`config.mk`:
```
export PLATFORM = sky130hd
export DESIGN_NAME = cmac_bp_reader
export DESIGN_NICKNAME = d
export VERILOG_FILES = /design/src/rtl/cmac_bp_reader.sv
export SDC_FILE = /design/constraint.sdc
export NUM_CORES = 1
export LEC_CHECK = 0
export BUFFER_PORTS_ARGS = -buffer_cell sky130_fd_sc_hd__buf_4
export CAP_MARGIN = 15
export CORE_AREA = 3 3 105 148
export CTS_CLUSTER_DIAMETER = 40
export DETAILED_ROUTE_END_ITERATION = 8
export DIE_AREA = 0 0 108 151
export PLACE_DENSITY = 0.92
export SLEW_MARGIN = 40
export SYNTH_ARGS = -nofsm -noshare
export SYNTH_HDL_FRONTEND = slang
export SYNTH_SLANG_ARGS = --single-unit
```
`constraint.sdc`:
```
create_clock -name clk -period 3.7 [get_ports clk]
set_clock_uncertainty 0.1 [all_clocks]
set_input_delay 0.37 -clock clk [delete_from_list [all_inputs] [get_ports clk]]
set_output_delay 0.37 -clock clk [all_outputs]
set_load 0.01 [all_outputs]
```
`src/rtl/cmac_bp_reader.sv`:
```
// AXI4-Lite front end for the CMAC backpressure event FIFO: coherent head snapshot plus pop pulse.
// Optional interrupt (irq port, IRQ_CTRL at 0x1C) is built only when CMAC_BPR_IRQ_EN is defined.
module cmac_bp_reader #(
  parameter int unsigned AW        = 5,
  parameter int unsigned NEXT_HOLD = 2
) (
  input  logic          clk,
  input  logic          resetn,
  input  logic [AW-1:0] s_axi_awaddr,
  input  logic          s_axi_awvalid,
  output logic          s_axi_awready,
  input  logic [31:0]   s_axi_wdata,
  input  logic [3:0]    s_axi_wstrb,
  input  logic          s_axi_wvalid,
  output logic          s_axi_wready,
  output logic [1:0]    s_axi_bresp,
  output logic          s_axi_bvalid,
  input  logic          s_axi_bready,
  input  logic [AW-1:0] s_axi_araddr,
  input  logic          s_axi_arvalid,
  output logic          s_axi_arready,
  output logic [31:0]   s_axi_rdata,
  output logic [1:0]    s_axi_rresp,
  output logic          s_axi_rvalid,
  input  logic          s_axi_rready,
  input  logic [31:0]   fifo_bp_length,
  input  logic          fifo_bp_rxad,
  input  logic [63:0]   fifo_bp_ts,
  input  logic          fifo_valid,
  output logic          fifo_next
`ifdef CMAC_BPR_IRQ_EN
  ,
  output logic          irq
`endif
);

  typedef enum logic [1:0] {StIdle, StHigh, StLow} state_e;

  localparam logic [3:0] HoldLast = 4'(NEXT_HOLD - 1);

  state_e        state_q, state_d;
  logic [3:0]    hold_q, hold_d;
  logic          awready_q, wready_q, bvalid_q, aw_held_q, w_held_q;
  logic [1:0]    bresp_q;
  logic [AW-1:0] awaddr_q, araddr_q;
  logic [31:0]   wdata_q;
  logic          arready_q, ar_pend_q, rvalid_q;
  logic [1:0]    rresp_q;
  logic [31:0]   rdata_q;
  logic [31:0]   snap_len_q, pop_count_q;
  logic          snap_rxad_q, snap_valid_q, fifo_next_q, irq_en_q;
  logic [63:0]   snap_ts_q;

  logic       wr_fire, b_hs, ar_hs, r_hs, pop_busy, pop_req, pop_accept, cnt_clear, wr_mapped;
  logic [2:0] wr_word, rd_word;
  logic [31:0] rd_data;
  logic       rd_err;
  logic       unused_bits;

  assign unused_bits = ^{s_axi_wstrb, wdata_q[31:1], awaddr_q[1:0], araddr_q[1:0]};

  assign s_axi_awready = awready_q;
  assign s_axi_wready  = wready_q;
  assign s_axi_bvalid  = bvalid_q;
  assign s_axi_bresp   = bresp_q;
  assign s_axi_arready = arready_q;
  assign s_axi_rvalid  = rvalid_q;
  assign s_axi_rresp   = rresp_q;
  assign s_axi_rdata   = rdata_q;
  assign fifo_next     = fifo_next_q;

  // Side effects fire once, on the edge where bvalid rises.
  assign wr_fire    = aw_held_q && w_held_q && !bvalid_q;
  assign b_hs       = bvalid_q && s_axi_bready;
  assign ar_hs      = s_axi_arvalid && arready_q;
  assign r_hs       = rvalid_q && s_axi_rready;
  assign wr_word    = awaddr_q[4:2];
  assign rd_word    = araddr_q[4:2];
  assign pop_busy   = (state_q != StIdle);
  assign pop_req    = wr_fire && (wr_word == 3'd1) && wdata_q[0];
  assign pop_accept = pop_req && !pop_busy && fifo_valid;
  assign cnt_clear  = wr_fire && (wr_word == 3'd6);
`ifdef CMAC_BPR_IRQ_EN
  assign wr_mapped  = 1'b1;
`else
  assign wr_mapped  = (wr_word != 3'd7);
`endif

  always_comb begin
    rd_data = 32'd0;
    rd_err  = 1'b0;
    case (rd_word)
      3'd0: rd_data = {29'd0, pop_busy, snap_valid_q, fifo_valid};
      3'd2: rd_data = snap_len_q;
      3'd3: rd_data = {31'd0, snap_rxad_q};
      3'd4: rd_data = snap_ts_q[31:0];
      3'd5: rd_data = snap_ts_q[63:32];
      3'd6: rd_data = pop_count_q;
`ifdef CMAC_BPR_IRQ_EN
      3'd7: rd_data = {31'd0, irq_en_q};
`else
      3'd7: rd_err  = 1'b1;
`endif
      default: rd_data = 32'd0;
    endcase
  end

  always_comb begin
    state_d = state_q;
    hold_d  = hold_q;
    case (state_q)
      StIdle: if (pop_accept) begin
        state_d = StHigh;
        hold_d  = 4'd0;
      end
      StHigh: if (hold_q == HoldLast) begin
        state_d = StLow;
        hold_d  = 4'd0;
      end else begin
        hold_d = hold_q + 4'd1;
      end
      StLow: if (hold_q == 4'd1) begin
        state_d = StIdle;
      end else begin
        hold_d = hold_q + 4'd1;
      end
      default: state_d = StIdle;
    endcase
  end

  always_ff @(posedge clk) begin
    if (!resetn) begin
      awready_q <= 1'b0;
      wready_q  <= 1'b0;
      aw_held_q <= 1'b0;
      w_held_q  <= 1'b0;
      awaddr_q  <= '0;
      wdata_q   <= 32'd0;
      bvalid_q  <= 1'b0;
      bresp_q   <= 2'b00;
    end else begin
      if (b_hs) begin
        aw_held_q <= 1'b0;
        awready_q <= 1'b1;
      end else if (s_axi_awvalid && awready_q) begin
        aw_held_q <= 1'b1;
        awaddr_q  <= s_axi_awaddr;
        awready_q <= 1'b0;
      end else if (!aw_held_q && !bvalid_q) begin
        awready_q <= 1'b1;
      end
      if (b_hs) begin
        w_held_q <= 1'b0;
        wready_q <= 1'b1;
      end else if (s_axi_wvalid && wready_q) begin
        w_held_q <= 1'b1;
        wdata_q  <= s_axi_wdata;
        wready_q <= 1'b0;
      end else if (!w_held_q && !bvalid_q) begin
        wready_q <= 1'b1;
      end
      if (b_hs) begin
        bvalid_q <= 1'b0;
      end else if (wr_fire) begin
        bvalid_q <= 1'b1;
        bresp_q  <= wr_mapped ? 2'b00 : 2'b10;
      end
    end
  end

  always_ff @(posedge clk) begin
    if (!resetn) begin
      arready_q <= 1'b0;
      ar_pend_q <= 1'b0;
      araddr_q  <= '0;
      rvalid_q  <= 1'b0;
      rdata_q   <= 32'd0;
      rresp_q   <= 2'b00;
    end else if (r_hs) begin
      rvalid_q  <= 1'b0;
      arready_q <= 1'b1;
    end else if (ar_hs) begin
      arready_q <= 1'b0;
      ar_pend_q <= 1'b1;
      araddr_q  <= s_axi_araddr;
    end else if (ar_pend_q) begin
      ar_pend_q <= 1'b0;
      rvalid_q  <= 1'b1;
      rdata_q   <= rd_data;
      rresp_q   <= rd_err ? 2'b10 : 2'b00;
    end else if (!rvalid_q) begin
      arready_q <= 1'b1;
    end
  end

  always_ff @(posedge clk) begin
    if (!resetn) begin
      state_q      <= StIdle;
      hold_q       <= 4'd0;
      fifo_next_q  <= 1'b0;
      snap_len_q   <= 32'd0;
      snap_rxad_q  <= 1'b0;
      snap_ts_q    <= 64'd0;
      snap_valid_q <= 1'b0;
      pop_count_q  <= 32'd0;
      irq_en_q     <= 1'b0;
    end else begin
      state_q     <= state_d;
      hold_q      <= hold_d;
      fifo_next_q <= (state_q == StHigh);
      if (pop_req && !pop_busy) begin
        snap_valid_q <= fifo_valid;
        if (fifo_valid) begin
          snap_len_q  <= fifo_bp_length;
          snap_rxad_q <= fifo_bp_rxad;
          snap_ts_q   <= fifo_bp_ts;
        end
      end
      if (cnt_clear) begin
        pop_count_q <= 32'd0;
      end else if (pop_accept) begin
        pop_count_q <= pop_count_q + 32'd1;
      end
`ifdef CMAC_BPR_IRQ_EN
      if (wr_fire && (wr_word == 3'd7)) irq_en_q <= wdata_q[0];
`endif
    end
  end

`ifdef CMAC_BPR_IRQ_EN
  logic irq_q;
  always_ff @(posedge clk) begin
    if (!resetn) irq_q <= 1'b0;
    else         irq_q <= irq_en_q && fifo_valid && !pop_busy;
  end
  assign irq = irq_q;
`endif

endmodule

```
# After elaboration in Yosys (flattened, before gate mapping)

Cells that the tools add are included.

Add/subtract/negate cells: 2
Multiply operators: 0
Divide/modulo/power cells: 0
Order comparisons: 0
Equality and inequality tests: 18
Shift operators: 0
Multiplexer cells: 23
Bitwise gates (word level): 4
Reductions and logical operators: 37

Operator list:

| kind                  | count |
|---|---|
| $pmux 32 s6           | 1 |
| $add 32x1->32 const B | 1 |
| $eq 3x3->1 const B    | 5 |
| $logic_and 1x1->1     | 14 |
| $reduce_and 2->1      | 7 |
| $mux 1                | 12 |
| $mux 4                | 3 |
| $pmux 4 s3            | 1 |
| $mux 2                | 5 |
| $reduce_and 3->1      | 3 |
| $reduce_bool 3->1     | 3 |
| $ne 2x2->1 const B    | 4 |
| $eq 3x2->1 const B    | 2 |
| $ne 3x1->1 const B    | 2 |
| $pmux 2 s3            | 1 |
| $reduce_or 2->1       | 3 |
| $add 4x1->4 const B   | 1 |
| $eq 4x1->1 const B    | 1 |
| $logic_not 1->1       | 4 |
| $not 1->1             | 4 |
| $eq 3x1->1 const B    | 1 |
| $logic_not 3->1       | 1 |
| $ne 3x3->1 const B    | 1 |
| $eq 2x1->1 const B    | 1 |
| other kinds (3)       | 3 |

Register bits: 192
Bits in latches: 0
RAM bits: 0
Bits in read-only memories: 0
Bits of input ports: 151
Output and inout bits: 42
Logic and storage cells: 106
Memories kept: 0

# Depth between registers and ports, before layout

Gate-level depths: netlist of the first run.

Word-level depth: 8
Gate-level depth with buffers: 8
Gate-level depth less buffers: 7

# Least setup slack after synthesis of the first run

Ideal clock, no wire load.

Kind: reg-to-reg
Start: register hold_q[0]
End: register hold_q[2]
Library setup time: 0.116 ns
Arrival time: 1.685 ns
Data required time: 3.484 ns
Slack: 1.800 ns
Cell stages (with the launch flop): 7
Buffers on the path: 0
Clock period less this slack: 1.900 ns
Cells stage by stage: dfxtp_1 -> ha_1 -> nor3b_1 -> a2bb2oi_1 -> a2111oi_1 -> and4b_1 -> a31o_1

Cells in the longest elaborated chain, start to end: 3
Elaborated cells between the ends (all ways): 7
Classes of those cells: add/sub: 1; eq/ne: 2; mux: 3; reduce/logical: 1

RTL lines:

| element                                               | RTL line | RTL |
|---|---|---|
| from (decl)                                           | 42       | `logic [3:0] hold_q, hold_d;` |
| from (signal assigned)                                | 209      | `hold_q <= hold_d;` |
| $add 4x1->4 / $eq 4x1->1 (equally long branches)      | -        |  |
| $mux 4 (tied with other cells)                        | 122      | `StLow: if (hold_q == 4'd1) begin` |
| $pmux 4 s3 / $reduce_and 3->1 (equally long branches) | -        |  |

Parallel ways exist; a longest one is shown, timed or not. The select of a mux whose other input is x is not followed.
A chain may end at the register's enable or synchronous reset.

# Worst setup path in the final report of the first run

Start: register state_q[0]
End: register pop_count_q[26]

Cells in the longest elaborated chain, start to end: 4

RTL lines:

| element                        | RTL line | RTL |
|---|---|---|
| from (decl)                    | 41       | `state_e state_q, state_d;` |
| from (signal assigned)         | 198      | `state_q <= StIdle;` |
| from (signal assigned)         | 208      | `state_q <= state_d;` |
| $reduce_bool 2->1              | 79       | `assign pop_busy = (state_q != StIdle);` |
| $logic_not 1->1                | 81       | `assign pop_accept = pop_req && !pop_busy && fifo_valid;` |
| $logic_and 1x1->1 (2 in a row) | 81       |  |
| to (signal assigned)           | 222      | `pop_count_q <= pop_count_q + 32'd1;` |
| to (decl)                      | 50       | `logic [31:0] snap_len_q, pop_count_q;` |

Every way passes these cells.

==> out/metrics.csv, run 1 <==
metric,value,unit
status,completed,
largest net degree at the start of global routing,82,
Max-slew headroom,47.3,%
row cnt,52,
RSZ-0062 raised after global routing,false,
worst-path maximum fanout,14,
GRT Overall Usage,26.3,%
CTS tree,yes,
Initial Utilization,57.3,%
number of global-route vias before repair,7028,
number of flops mapped to enable cells by yosys,0,
area occupied by multi-input gates,4230,um2
first-pass GRT wire length,34200,um
Register Area,3720,um2
Post-Synthesis Cells,939,
core area,14400,um2
Pwr Density,399,nW/um2
ys flop type,dfxtp_1,
Most Crowded Layer GR,met2,
1st-iter DRT viols,413,
Remaining DRCs,0,
wire per inst,17.1,um
met3 GRT Util,4.69,%
count of final hold-check violations,0,
initial antenna violation count,0,
"commonest cells after routing, fill and taps aside","nand2_1 (223), dfxtp_1 (186), buf_4 (163), a21boi_0 (93), nor2_1 (41)",
Syn. warnings,0,
#FFs+latches synth,186,
setup_tns,0,ns
Port Buffers,151,
Synth Area per Inst,8.78,um2
Leak Pwr,3.65,nW
fillers,1019,
cell count after placement,1221,
VDD IR max,0.278,mV
cts hold-fix bufs,0,
CTS root buf,clkbuf_16,
DRT Pass-1 Iters,4,
Clock Pin Slew Worst Setup and Hold Paths,0.08,ns
CTS Buf Count,17,
placer congestion estimate,0.848,
Yosys cell types,60,
die area,16300,um2
post-CTS sizing,0,
"most common cell after layout, fill and taps aside",nand2_1,
"Period Utilization, post-route",67.3,%
Via Count,7224,
Worst Tran Pin Value,0.790,ns
sequential fraction of the synthesis area,45.2,%
"antenna viol nets, final",0,
min Tclk post-route,2.49,ns
CTS max path bufs,2,
io pins,193,
CP startpoint kind,register,
Post-CTS Setup Inserts,0,
Max Clk Rate,401,MHz
flop2flop setup slack,1.21,ns
Crit. End Element,register,
count of nets after finishing,1210,
max-slew violation count,0,
CTS Sinks,186,
synthesized cell area,8250,um2
WL final,21400,um
leading area contributor after synthesis,dfxtp_1,
H-tree levels,4,
Async SR Flop Fraction,0,%
met2 Use GR,43.9,%
Setup Viol. Count Final,0,
Layout area overhead,22.2,%
die span in x,108,um
Yosys top cell area share,45.2,%
Max-Cap Viols,0,
Avg Vias per Cell,5.76,
# diodes,0,
layout cells sized above 1,21.5,%
Die Y,151,um
M1 GR Usage,32.5,%
dpl hpwl,14500,um
"Clk Latency, worst-skew pair",0.43,ns
crit path kind,register to register,
Hold Crit Class,primary input to register,
Critical Path RT,3.91,ns
top post-synthesis cells by area,"dfxtp_1 (45%), nand2_1 (10%), a21boi_0 (8.5%)",
total grt overflow,0,
crit path DAT,2.70,ns
Post-Layout Cell Count,1254,
## logic make-up after synthesis
family          share of synthesized area, %
compound gates                          22.3
xor+xnor                                2.87
fa+ha+maj                               1.06
buf+inv                                 4.31
flops                                   45.2
mux                                     1.75
other cells                           0.0455
simple gates                            22.5
## worst max-delay path, cell delays in order (launching register included)
cell and delay [ns]:
dfxtp_1 0.34, inv_1 0.09, ha_1 0.27, and3_1 0.30
nand4_2 0.36, buf_4 0.34, nor4_4 0.28, xnor2_1 0.19
nor2_1 0.10
## area by class of cell
type	instances	area share, %
clock buffers	17	4.22
clock inverters	15	1.50
inverters	10	0.372
multi-input cells	671	42.0
flip-flops and latches	186	36.9
well taps	189	2.35
repair buffers	166	12.6
## stage by stage
step	power [mW]	hold WS, ns	utilization (%)	cell area [um2]	worst slack (ns)
finish	4.02	0.0763	70.1	10100	1.21
global route	4.12	0.0741	70.1	10100	1.01
CTS	4.02	0.0727	70.0	10100	1.22
detailed placement	2.29	0.345	66.0	9490	1.33
global placement	2.29	0.341	65.9	9480	1.18
floorplan	2.16	0.335	-	8250	1.80
## state kept, by name, indices dropped and copies added, names as in the netlist, 2 cells and up
| signal | flops |
|---|---|
| araddr_q | 3 |
| awaddr_q | 3 |
| hold_q | 4 |
| pop_count_q | 32 |
| s_axi_rdata | 32 |
| snap_len_q | 32 |
| snap_ts_q | 64 |
| state_q | 2 |
## synth_stat cells (all sizes together) (18+ instances only)
library cell / instances
a22o: 31
clkbuf: 48
a21boi: 105
xnor2: 22
a221o: 29
dfxtp: 186
nor2: 42
buf: 25
a22oi: 27
nand3: 18
nand2: 223
nor2b: 36
## per-layer routing
metal | routed length, um | vias up | part of all wire [%]
met5 | 0 | - | 0
met4 | 961 | 0 | 4.5
met2 | 10700 | 267 | 50
li1 | - | 3488 | -
met3 | 1180 | 61 | 5.5
met1 | 8600 | 3408 | 40
## where the power goes
group          switching [mW]  internal [mW]  leakage (nW)
clock                   0.871          0.903         0.279
sequential             0.0176           2.01          1.50
combinational          0.0933          0.122          1.87
total                   0.982           3.04          3.65
## path summary, 6_finish.rpt
| kind | depth (start not counted) | from | end |
|---|---|---|---|
| setup / recovery | 8 | state_q[0]$_SDFFE_PN0P_ | pop_count_q[26]$_SDFFE_PP0P_ |
| hold / removal | 3 | fifo_bp_length[18] | snap_len_q[18]$_SDFFE_PN0P_ |
| setup reg to reg | 8 | state_q[0]$_SDFFE_PN0P_ | pop_count_q[26]$_SDFFE_PP0P_ |
| hold reg to reg | 2 | snap_len_q[8]$_SDFFE_PN0P_ | snap_len_q[8]$_SDFFE_PN0P_ |
Power figures use the tool's default switching activity.
==> run 2, diff against run 1 <==
--- a/config.mk
+++ b/config.mk
@@ -7,11 +7,11 @@
 export LEC_CHECK = 0
 export BUFFER_PORTS_ARGS = -buffer_cell sky130_fd_sc_hd__buf_4
 export CAP_MARGIN = 15
-export CORE_AREA = 3 3 105 148
+export CORE_AREA = 3 3 109 153
 export CTS_CLUSTER_DIAMETER = 40
 export DETAILED_ROUTE_END_ITERATION = 8
-export DIE_AREA = 0 0 108 151
-export PLACE_DENSITY = 0.92
+export DIE_AREA = 0 0 112 156
+export PLACE_DENSITY = 0.87
 export SLEW_MARGIN = 40
 export SYNTH_ARGS = -nofsm -noshare
 export SYNTH_HDL_FRONTEND = slang
==> constraint.sdc (replaced) <==
create_clock -name clk -period 2.5 [get_ports clk]
set_clock_uncertainty 0.1 [all_clocks]
set_input_delay 0.25 -clock clk [delete_from_list [all_inputs] [get_ports clk]]
set_output_delay 0.25 -clock clk [all_outputs]
set_load 0.01 [all_outputs]
==> run 2 against run 1 <==
  * Utilization grew 0.94 points
  * Die area rose by 7.1%
  * First-iteration DRC count rose by 58%
  * Power grew 52%
  * Non-clock buffer count is 90 higher
  * Count of clock-buffer cells in the layout did not move
  * Register-to-register slack lost 1.0 ns
  * Cell count increased by 7.8%
  * Worst hold slack worse by 0.076 ns
  * Clock power increased by 50%
  * Setup slack worse by 1.0 ns
  * Critical endpoint is now pop_count_q[19]$_SDFFE_PP0P_
  * Largest cell class unchanged
  * Highest routed layer unchanged
==> out/metrics.csv, run 2 (same netlist as run 1, synthesis figures left out) <==
metric,value,unit,change
status,completed,,unchanged
H-tree levels,4,,unchanged
Setup Viol. Count Final,0,,unchanged
Max-Cap Viols,0,,unchanged
"Clk Latency, worst-skew pair",0.43,ns,about the same
Clk pwr share,43.6,%,was 44.2%
dpl hpwl,14400,um,was 14500 um
Post-CTS Setup Inserts,0,,unchanged
count of nets after finishing,1300,,was 1210
RSZ-0062 raised after global routing,false,,unchanged
largest net degree at the start of global routing,157,,was 82
post-CTS sizing,0,,unchanged
Avg Vias per Cell,5.76,,about the same
flop2flop setup slack,0.19,ns,was 1.21 ns
Comb power frac,7.3,%,was 5.4%
CTS max path bufs,2,,unchanged
Net Sw Frac,23.5,%,was 24.5%
VDD IR max,0.510,mV,was 0.278 mV
"Period Utilization, post-route",92.3,%,was 67.3%
initial antenna violation count,0,,unchanged
Port Buffers,151,,unchanged
fillers,1011,,was 1019
CTS Buf Count,17,,unchanged
"antenna viol nets, final",0,,unchanged
Layout area overhead,33.3,%,was 22.2%
crit path kind,register to register,,unchanged
Critical Path RT,2.71,ns,was 3.91 ns
cts hold-fix bufs,81,,was 0
placer congestion estimate,0.855,,was 0.848
Max Clk Rate,433,MHz,was 401 MHz
CTS Sinks,186,,unchanged
CTS root buf,clkbuf_16,,unchanged
crit path DAT,2.52,ns,was 2.70 ns
DRT Pass-1 Iters,5,,was 4
"commonest cells after routing, fill and taps aside","nand2_1 (223), dfxtp_1 (186), buf_4 (170), a21boi_0 (93), dlygate4sd3_1 (81)",,"was nand2_1 (223), dfxtp_1 (186), buf_4 (163), a21boi_0 (93), nor2_1 (41)"
GRT Overall Usage,27.3,%,was 26.3%
number of global-route vias before repair,7662,,was 7028
worst-path maximum fanout,8,,was 14
die area,17500,um2,was 16300 um2
max reg flops,64,,unchanged
worst hold slack,0.000284,ns,was 0.0763 ns
row cnt,54,,was 52
R2R Path End,pop_count_q[19]$_SDFFE_PP0P_,,was pop_count_q[26]$_SDFFE_PP0P_
WL final,24400,um,was 21400 um
"most common cell after layout, fill and taps aside",nand2_1,,unchanged
Pwr Density,554,nW/um2,was 399 nW/um2
first-pass GRT wire length,38700,um,was 34200 um
io pins,193,,unchanged
total grt overflow,0,,unchanged
Worst Tran Pin Value,0.660,ns,was 0.790 ns
1st-iter DRT viols,653,,was 413
NetSw,1.43,mW,was 0.982 mW
crit path capture,pop_count_q[19]$_SDFFE_PP0P_,,was pop_count_q[26]$_SDFFE_PP0P_
Top reg by flops,snap_ts_q,,unchanged
Hold Crit Class,primary input to register,,unchanged
Initial Utilization,53.3,%,was 57.3%
sequential share of power,49.2,%,was 50.5%
count of final hold-check violations,0,,unchanged
min Tclk post-route,2.31,ns,was 2.49 ns
Remaining DRCs,0,,unchanged
max-slew violation count,0,,unchanged
Clock Pin Slew Worst Setup and Hold Paths,0.07,ns,was 0.08 ns
Leak Pwr,4.05,nW,was 3.65 nW
Die Y,156,um,was 151 um
CP startpoint kind,register,,unchanged
depth of the most critical reg-to-reg path,7,,was 8
die span in x,112,um,was 108 um
layout cells sized above 1,20.5,%,was 21.5%
Max-slew headroom,56.0,%,was 47.3%
Worst Setup SP,state_q[1]$_SDFFE_PN0P_,,was state_q[0]$_SDFFE_PN0P_
Crit. End Element,register,,unchanged
Via Count,7782,,was 7224
CTS tree,yes,,unchanged
Int Power,4.66,mW,was 3.04 mW
core area,15500,um2,was 14400 um2
setup_tns,0,ns,unchanged
wire per inst,18.0,um,was 17.1 um
Reg2Reg Launch Point,state_q[1]$_SDFFE_PN0P_,,was state_q[0]$_SDFFE_PN0P_
==> run 2: cell types whose count changed in the layout (fill, tap and decap cells not counted), moves of 2 or more <==
| cell | change |
|---|---|
| clkinvlp_4 | -2 |
| clkinv_2 | +2 |
| buf_12 | +3 |
| inv_8 | -3 |
| dlygate4sd3_1 | +81 |
| inv_6 | +2 |
| buf_4 | +7 |
==> run 2: worst min-delay path by stage <==
| stage | from | to | slack, ns | cells past startpoint |
|---|---|---|---|---|
| 5_1_grt | fifo_bp_ts[51] | snap_ts_q[51]$_SDFFE_PN0P_ | 0.01 | 3 |
| 4_1_cts | fifo_bp_ts[7] | snap_ts_q[7]$_SDFFE_PN0P_ | 0.0005 | 3 |
| 2_1_floorplan | fifo_bp_length[15] | snap_len_q[15]$_SDFFE_PN0P_ | 0.28 | 2 |
| 3_5_place_dp | snap_len_q[27]$_SDFFE_PN0P_ | snap_len_q[27]$_SDFFE_PN0P_ | 0.34 | 2 |
| 6_report | fifo_bp_ts[7] | snap_ts_q[7]$_SDFFE_PN0P_ | 0.0003 | 3 |
| 3_3_place_gp | snap_len_q[25]$_SDFFE_PN0P_ | snap_len_q[25]$_SDFFE_PN0P_ | 0.34 | 2 |
==> run 2: metrics by stage <==
step | util (%) | setup slack (ns) | total power [mW] | instance area (um2) | std cells
3_5_place_dp | 62.0 | 0.292 | 3.39 | 9600 | 1238
4_1_cts | 71.0 | 0.219 | 6.09 | 11000 | 1351
6_report | 71.0 | 0.193 | 6.09 | 11000 | 1352
2_1_floorplan | - | 0.600 | 3.20 | 8250 | 940
3_3_place_gp | 62.0 | 0.359 | 3.39 | 9600 | 1238
5_1_grt | 71.0 | 0.0393 | 6.25 | 11000 | 1351
==> run 2: worst max-delay path: stages (launching register included) <==
cell	delay, ns
dfxtp_1	0.35
inv_1	0.09
ha_1	0.27
and3_1	0.25
nand4_2	0.28
nor3_2	0.46
a311oi_1	0.16
a41o_1	0.24
==> run 2: final cells by class <==
class,count,area (um2),area share [%]
clock inverter,15,153,1.39
timing repair buffer,256,2190,19.9
multi-input combinational,671,4220,38.4
tap,196,245,2.23
sequential,186,3720,33.9
clock buffer,17,425,3.87
inverter,10,37.5,0.341
antenna,1,2.50,0.0228
==> run 2: power by group through the flow <==
stage | logic [mW] | clock network, mW | registers [mW]
after detailed placement | 0.328 | 0 | 3.06
after CTS | 0.430 | 2.67 | 2.99
final | 0.442 | 2.65 | 2.99
after floorplan | 0.136 | 0 | 3.06
after global routing | 0.470 | 2.79 | 2.99
after global placement | 0.329 | 0 | 3.06
==> run 2: layer usage <==
layer,up-vias,track usage [%],share of wire (%)
li1,3677,-,-
met1,3648,32.0,38
met2,357,46.7,51
met3,100,5.63,6.2
met4,0,14.9,5.2
met5,-,0,0
==> run 3, diff against run 2 <==
--- a/config.mk
+++ b/config.mk
@@ -7,11 +7,12 @@
 export LEC_CHECK = 0
 export BUFFER_PORTS_ARGS = -buffer_cell sky130_fd_sc_hd__buf_4
 export CAP_MARGIN = 15
-export CORE_AREA = 3 3 109 153
+export CORE_AREA = 10 10 116 160
 export CTS_CLUSTER_DIAMETER = 40
 export DETAILED_ROUTE_END_ITERATION = 8
-export DIE_AREA = 0 0 112 156
+export DIE_AREA = 0 0 126 170
 export PLACE_DENSITY = 0.87
+export RECOVER_POWER = 25
 export SLEW_MARGIN = 40
 export SYNTH_ARGS = -nofsm -noshare
 export SYNTH_HDL_FRONTEND = slang
==> run 3 against run 2 <==
  * Largest power group unchanged
  * Highest routed layer unchanged
  * Maximum frequency shrank 0.20%
  * Via count grew 3.3%
  * Cell count grew 1.3%
  * Count of clock-buffer cells in the layout grew 5
  * Wire length grew 9.7%
  * Sequential cell count is the same
  * Sequential share of layout area shrank 0.13 points
  * Design area grew 0.38%
  * Register-to-register slack is essentially flat
  * Die area grew 23%
==> out/metrics.csv, run 3 (same netlist as run 1, synthesis figures left out) <==
metric,value,unit,change
crit path DAT,2.53,ns,was 2.52 ns
largest net degree at the start of global routing,96,,was 157
Max-Cap Viols,0,,unchanged
cts hold-fix bufs,94,,was 81
GRT Overall Usage,24.2,%,was 27.3%
io pins,193,,unchanged
CTS tree,yes,,unchanged
Port Buffers,151,,unchanged
Die Y,170,um,was 156 um
CTS root buf,clkbuf_16,,unchanged
status,completed,,unchanged
CTS Buf Count,17,,unchanged
worst-path maximum fanout,16,,was 8
Remaining DRCs,0,,unchanged
"most common cell after layout, fill and taps aside",nand2_1,,unchanged
cell count after placement,1240,,was 1238
Layout area overhead,33.8,%,was 33.3%
Critical Path RT,2.71,ns,about the same
layout cells sized above 1,16.8,%,was 20.5%
dpl hpwl,16000,um,was 14400 um
Initial Utilization,53.1,%,was 53.3%
Pwr Density,570,nW/um2,was 554 nW/um2
max-slew violation count,0,,unchanged
row cnt,54,,unchanged
CP Cell Sequence,inv_1 > ha_1 > inv_1 > nor3_2 > buf_12 > buf_4 > nand2_1 > a21boi_0,,was inv_1 > ha_1 > and3_1 > nand4_2 > nor3_2 > a311oi_1 > a41o_1
VDD IR max,0.547,mV,was 0.510 mV
setup_tns,0,ns,unchanged
DRT Pass-1 Iters,5,,unchanged
post-CTS sizing,0,,unchanged
"Period Utilization, post-route",92.5,%,was 92.3%
"Clk Latency, worst-skew pair",0.44,ns,was 0.43 ns
Int Power,4.93,mW,was 4.66 mW
number of global-route vias before repair,8152,,was 7662
wire per inst,19.5,um,was 18.0 um
"commonest cells after routing, fill and taps aside","nand2_1 (223), dfxtp_1 (186), buf_4 (131), dlygate4sd3_1 (94), a21boi_0 (93)",,"was nand2_1 (223), dfxtp_1 (186), buf_4 (170), a21boi_0 (93), dlygate4sd3_1 (81)"
1st-iter DRT viols,665,,was 653
CP startpoint kind,register,,unchanged
Max-slew headroom,53.0,%,was 56.0%
H-tree levels,4,,unchanged
Hold Crit Class,primary input to register,,unchanged
fillers,1070,,was 1011
Critical Path Max Stage Delay,0.39,ns,was 0.46 ns
RSZ-0062 raised after global routing,false,,unchanged
initial antenna violation count,2,,was 0
Post-CTS Setup Inserts,0,,unchanged
count of final hold-check violations,0,,unchanged
placer congestion estimate,0.851,,was 0.855
Setup Viol. Count Final,0,,unchanged
CTS max path bufs,2,,unchanged
Crit. End Element,register,,unchanged
CTS Sinks,186,,unchanged
crit path kind,register to register,,unchanged
sequential share of power,47.7,%,was 49.2%
WL final,26700,um,was 24400 um
Avg Vias per Cell,5.87,,was 5.76
die span in x,126,um,was 112 um
Leak Pwr,3.95,nW,was 4.05 nW
max reg flops,64,,unchanged
core area,15500,um2,about the same
Critical-path top delay cell,nor3_2,,unchanged
Via Count,8041,,was 7782
NetSw,1.35,mW,was 1.43 mW
die area,21400,um2,was 17500 um2
Worst Tran Pin Value,0.703,ns,was 0.660 ns
count of nets after finishing,1315,,was 1300
"most used cell, CP",inv_1,,
Net Sw Frac,21.5,%,was 23.5%
Clk pwr share,45.0,%,was 43.6%
first-pass GRT wire length,42400,um,was 38700 um
Comb power frac,7.3,%,about the same
Top reg by flops,snap_ts_q,,unchanged
Clock Pin Slew Worst Setup and Hold Paths,0.07,ns,about the same
min Tclk post-route,2.31,ns,about the same
total grt overflow,0,,unchanged
"antenna viol nets, final",0,,unchanged
Max Clk Rate,433,MHz,about the same
Post-Layout Cell Count,1369,,was 1352
## run 3: changes by cell type in the layout (fill, tap and decap cells not counted), moves of 3 or more
cell,delta
inv_6,-4
inv_8,-3
clkbuf_1,+42
buf_4,-39
clkbuf_8,+4
dlygate4sd3_1,+13
clkinv_4,-4
clkinvlp_4,+4
## run 3: final timing paths
| check | end | depth (start not counted) | slack (ns) | start |
|---|---|---|---|---|
| hold reg to reg | snap_len_q[27]$_SDFFE_PN0P_ | 2 | 0.36 | snap_len_q[27]$_SDFFE_PN0P_ |
| setup reg to reg | snap_ts_q[1]$_SDFFE_PN0P_ | 8 | 0.19 | state_q[0]$_SDFFE_PN0P_ |
| setup / recovery | snap_ts_q[1]$_SDFFE_PN0P_ | 8 | 0.19 | state_q[0]$_SDFFE_PN0P_ |
| hold / removal | snap_len_q[10]$_SDFFE_PN0P_ | 3 | 0.01 | fifo_bp_length[10] |
## run 3: layer usage
layer	share of wire (%)	GRT usage [%]
met1	37	26.4
met2	51	41.5
met3	6.5	5.57
met4	5.7	15.2
met5	0	0
## run 3: critical path: cells and delay by family, from the launching register on
kind | cells | cell delay, ns
buffers and inverters | 4 | 0.69
AND/OR/NAND/NOR | 2 | 0.46
flip-flops | 1 | 0.34
AO/OA/AOI/OAI | 1 | 0.32
adder cells (fa/ha/maj) | 1 | 0.27
## run 3: final cells by class
cell class	count	area, um2	share of cell area [%]
multi-input cells	671	4220	38.2
inverters	10	37.5	0.340
repair buffers	271	2180	19.7
well taps	196	245	2.22
flip-flops and latches	186	3720	33.7
clock inverters	10	139	1.26
diodes	3	7.51	0.0680
clock buffers	22	484	4.39
## run 3: per-stage QoR
| step | hold WS, ns | area [um2] | utilization (%) | total power [mW] | setup slack, ns |
|---|---|---|---|---|---|
| after floorplan | 0.285 | 8250 | - | 3.20 | 0.600 |
| after global placement | 0.342 | 9620 | 61.9 | 3.38 | 0.411 |
| after detailed placement | 0.345 | 9620 | 61.9 | 3.39 | 0.322 |
| after CTS | 0.00233 | 11200 | 71.9 | 6.28 | 0.302 |
| after global routing | 0.0119 | 11000 | 71.0 | 6.44 | 0.0606 |
| final | 0.00978 | 11000 | 71.0 | 6.28 | 0.188 |
## run 3: power groups by stage
stage               registers, mW  logic [mW]  clock network [mW]
finish                       3.00       0.456                2.83
global route                 3.00       0.480                2.96
CTS                          3.00       0.445                2.84
detailed placement           3.06       0.323                   0
global placement             3.06       0.319                   0
floorplan                    3.06       0.136                   0
